[config.mk]
export PLATFORM = sky130hd
export DESIGN_NAME = regfile_write_sched
export DESIGN_NICKNAME = d
export VERILOG_FILES = /design/src/rtl/regfile_write_sched.sv
export SDC_FILE = /design/constraint.sdc
export NUM_CORES = 1
export LEC_CHECK = 0
export ABC_AREA = 1
export CORE_ASPECT_RATIO = 0.9
export CORE_UTILIZATION = 44
export DETAILED_ROUTE_END_ITERATION = 6
export GPL_TIMING_DRIVEN = 0
export PLACE_DENSITY = 0.95
export SLEW_MARGIN = 0
export SYNTH_ARGS = -nofsm -noshare
export SYNTH_HDL_FRONTEND = slang
export SYNTH_SLANG_ARGS = --single-unit
export TNS_END_PERCENT = 50
[constraint.sdc]
create_clock -name Clk -period 4.1 [get_ports Clk]
set_clock_uncertainty 0.15 [all_clocks]
set_input_delay 0.82 -clock Clk [delete_from_list [all_inputs] [get_ports Clk]]
set_output_delay 0.82 -clock Clk [all_outputs]
set_load 0.02 [all_outputs]
[src/rtl/regfile_write_sched.sv]
// rtl/regfile_write_sched.sv - register file write-port scheduler with post-reset clear
// Clears r1..INIT_LAST after reset, then round-robins the write port between requesters A and B.
module regfile_write_sched #(
    parameter int INIT_LAST = 31
) (
    input  logic        Clk,
    input  logic        Reset,
    input  logic        ValidA,
    input  logic [4:0]  RegA,
    input  logic [31:0] DataA,
    output logic        ReadyA,
    input  logic        ValidB,
    input  logic [4:0]  RegB,
    input  logic [31:0] DataB,
    output logic        ReadyB,
    output logic        Busy,
    output logic [31:0] WriteData,
    output logic [4:0]  WriteRegister,
    output logic        RegWrite
);

    typedef enum logic {INIT, RUN} state_t;

    state_t      state, state_nxt;
    logic [4:0]  init_ptr, init_ptr_nxt;
    logic        last_grant, last_grant_nxt;
    logic [31:0] write_data_nxt;
    logic [4:0]  write_register_nxt;
    logic        reg_write_nxt;

    // last_grant = 1 means B won last, so A takes a tie.
    assign Busy   = (state == INIT);
    assign ReadyA = (state == RUN) && ValidA && (!ValidB || last_grant);
    assign ReadyB = (state == RUN) && ValidB && (!ValidA || !last_grant);

    always_comb begin
        state_nxt          = state;
        init_ptr_nxt       = init_ptr;
        last_grant_nxt     = last_grant;
        write_data_nxt     = WriteData;
        write_register_nxt = WriteRegister;
        reg_write_nxt      = 1'b0;
        case (state)
            INIT: begin
                reg_write_nxt      = 1'b1;
                write_register_nxt = init_ptr;
                write_data_nxt     = 32'd0;
                init_ptr_nxt       = init_ptr + 5'd1;
                if (init_ptr == 5'(INIT_LAST))
                    state_nxt = RUN;
            end
            RUN: begin
                // Writes to r0 are consumed but never enabled at the regfile.
                if (ReadyA) begin
                    write_register_nxt = RegA;
                    write_data_nxt     = DataA;
                    reg_write_nxt      = (RegA != 5'd0);
                    last_grant_nxt     = 1'b0;
                end else if (ReadyB) begin
                    write_register_nxt = RegB;
                    write_data_nxt     = DataB;
                    reg_write_nxt      = (RegB != 5'd0);
                    last_grant_nxt     = 1'b1;
                end
            end
            default: state_nxt = INIT;
        endcase
    end

    always_ff @(posedge Clk) begin
        if (Reset) begin
            state         <= INIT;
            init_ptr      <= 5'd1;
            last_grant    <= 1'b1;
            RegWrite      <= 1'b0;
            WriteRegister <= 5'd0;
            WriteData     <= 32'd0;
        end else begin
            state         <= state_nxt;
            init_ptr      <= init_ptr_nxt;
            last_grant    <= last_grant_nxt;
            RegWrite      <= reg_write_nxt;
            WriteRegister <= write_register_nxt;
            WriteData     <= write_data_nxt;
        end
    end

endmodule

==> flow_summary.yaml <==
global_route:
  antenna_found_initial: 0
  grt_use_total_pct: 26.53
  grt_pass1_vias: 2897
  grt_pass1_wl_um: 12200
  grt_max_degree: 15
  grt.overflow.total: 0
floorplanning:
  die_y_um: 73.46
  initial_core_util_pct: 46.67
  num_rows: 25
  io-pin-count: 119
  fp.dieArea_sq_um: 5979
  fp.coreArea_sq_um: 5349
  dieWidth_um: 81.40
worst_setup_path:
  max_stage_delay_ns: 0.61
  critPathTopFamily: "buffers and inverters"
  critPathKind: "in2out"
  critPathArrivalTime_ns: 2.40
  timing.critical_path.slowest_stage_cell: "clkdlybuf4s50_1"
  ff2ff_setup_slack_ns: 2.52
  path_max_fanout: 10
  start_kind: "input port"
  cp.required_ns: 3.13
  crit_chain: "clkdlybuf4s50_1 > nand2_1 > inv_2 > nand2_1 > buf_6 > inv_1 > clkdlybuf4s50_1"
  path_buf_inv: 5
  end_kind: "output port"
cells_and_area:
  layout_common_cells: "clkdlybuf4s50_1, nand3_1, inv_1, nand2_1, dfxtp_1"
  stdcell_count: 588
  n_antenna_cell: 0
  synthToLayoutAreaGrowth_pct: 55.09
  num-nets-final: 600
  final_common_cell: "clkdlybuf4s50_1"
  finalInstanceArea_sq_um: 3871
  layout-drive-gt1-share_pct: 6.526
  utilization_pct: 72.37
power_and_ir_drop:
  p_switching_mw: 0.2133
  irDropWorstVdd_mv: 0.1474
  power_per_cell_area_nw_per_um2: 242.9
  total_leakage_power_nw: 1.746
  p_comb_share_pct: 14.4
  seq_power_share_pct: 47.6
  power_mw: 0.9404
  swShare_pct: 22.68
  clock_power_share_pct: 38.0
  p_int_mw: 0.7271
outcome:
  status: "complete, no violations"
clocking:
  cts_tree: "yes"
  postCtsSetupBuffers: 0
  cts_made_buffers: 5
  cts_resized: 0
  cts_hold_buf: 0
  cts_buffer_depth: 2
  h-tree-depth: 2
  clkLatencyLatePin_ns: 0.31
  cts_root_buf: "clkbuf_8"
  cts.sinks: 45
  clk_pin_slew_ns: 0.08
placement:
  routabilityCongestion: 0.8318
  dpl_cell_area_sq_um: 3751
  dp.cells: 580
  dp_hpwl_um: 5713
  io_buffers: 117
timing:
  tns_ns: 0
  drv_slew: 0
  fmax_ghz: 0.2967
  setup_violations: 0
  hold_viol: 0
  period_needed_ns: 3.371
  min_period_over_period_pct: 82.22
  relSlewSlack_pct: 67.51
  tightest_slew_ns: 0.4873
  grt_setup_unrepaired: "no"
detailed_routing:
  initialDrtViolationCount: 173
  vias: 2971
  vias_per_cell: 5.053
  wl_per_cell_um: 12.84
  drc_errors: 0
  detail_route.first_pass.iterations: 5
  final_antenna_net_count: 0
  finalWirelength_um: 7547
yosys:
  synth_top_area_share_pct: 36.09
  synth_area_leaders: "dfxtp_1, nand3_1, inv_1"
  yosys.area.top_type: "dfxtp_1"
  syn-num-nets: 476
  syn_area_sq_um: 2496
  synth_area_per_cell_sq_um: 6.303
  synth-seq-cells: 45
  yosysWarnings: 0
  syn_inst: 396
  yosysSeqAreaShare_pct: 36.09
  ys_types: 17
worst_hold_path:
  hold_class: "reg2reg"
job:
  drv_cap: 0
## layout make-up
type	count	area [sq um]
Inverter	91	341.6
Fill cell	425	1478
Buffer	28	153.9
Clock buffer	6	82.58
Clock inverter	2	37.54
Sequential cell	45	900.9
Multi-Input combinational cell	232	1100
Tap cell	67	83.83
Timing Repair Buffer	117	1171
## worst paths after layout
kind | startpoint | end | cells after the start
worst max-delay path | ValidA | ReadyA | 7
worst min-delay path | WriteData[2] | WriteData[2] | 2
worst max register to register | init_ptr[0] | init_ptr[4] | 6
worst min register to register | WriteData[2] | WriteData[2] | 2
## cell usage after synthesis (all sizes together)
| master | number |
|---|---|
| a21oi | 42 |
| buf | 22 |
| clkbuf | 6 |
| dfxtp | 45 |
| ha | 2 |
| inv | 91 |
| nand2 | 48 |
| nand3 | 110 |
| nor2 | 19 |
| nor3 | 4 |
| o211ai | 1 |
| o21ai | 5 |
| or2 | 1 |
## per-layer routing
layer	track usage [%]	share of wire, %	wire length, um	vias up
met3	5.590	9.6	721	15
met5	0	0	0	-
li1	-	-	-	1488
met2	47.13	47	3564	162
met4	12.70	2.3	176	0
met1	29.95	41	3085	1306
## worst min-delay path: stages, from the launching register on
cell and delay, ns:
dfxtp_1 0.32, nand3_1 0.07, a21oi_1 0.06
## stage by stage
stage	worst slack, ns	hold slack [ns]
6_report	0.7291	0.3364
5_1_grt	0.6727	0.3550
4_1_cts	0.7185	0.3361
3_5_place_dp	0.7290	0.3244
3_3_place_gp	0.7402	0.3154
2_1_floorplan	1.866	0.2985
## registers in the layout, summed over array words and instances, names as in the netlist
register and count:
WriteData 32, WriteRegister 5, init_ptr 5, RegWrite 1, last_grant 1, state 1
## power groups by stage
| stage | Clock [mW] | Sequential (mW) | Combinational (mW) |
|---|---|---|---|
| 2_1_floorplan | 0 | 0.461 | 0.0422 |
| 3_3_place_gp | 0 | 0.457 | 0.131 |
| 3_5_place_dp | 0 | 0.458 | 0.134 |
| 4_1_cts | 0.359 | 0.447 | 0.135 |
| 5_1_grt | 0.377 | 0.448 | 0.150 |
| 6_report | 0.357 | 0.448 | 0.136 |
## cell families (layout without fill, tap and decap cells)
logic type / after synthesis / in the layout / share of synthesized area, %
AO/OA/AOI/OAI: 48 / 48 / 9.875
buffers and inverters: 119 / 244 / 19.85
flip-flops: 45 / 45 / 36.09
adder cells (fa/ha/maj): 2 / 2 / 1.002
AND/OR/NAND/NOR: 182 / 182 / 33.18
Power figures use the tool's default switching activity.
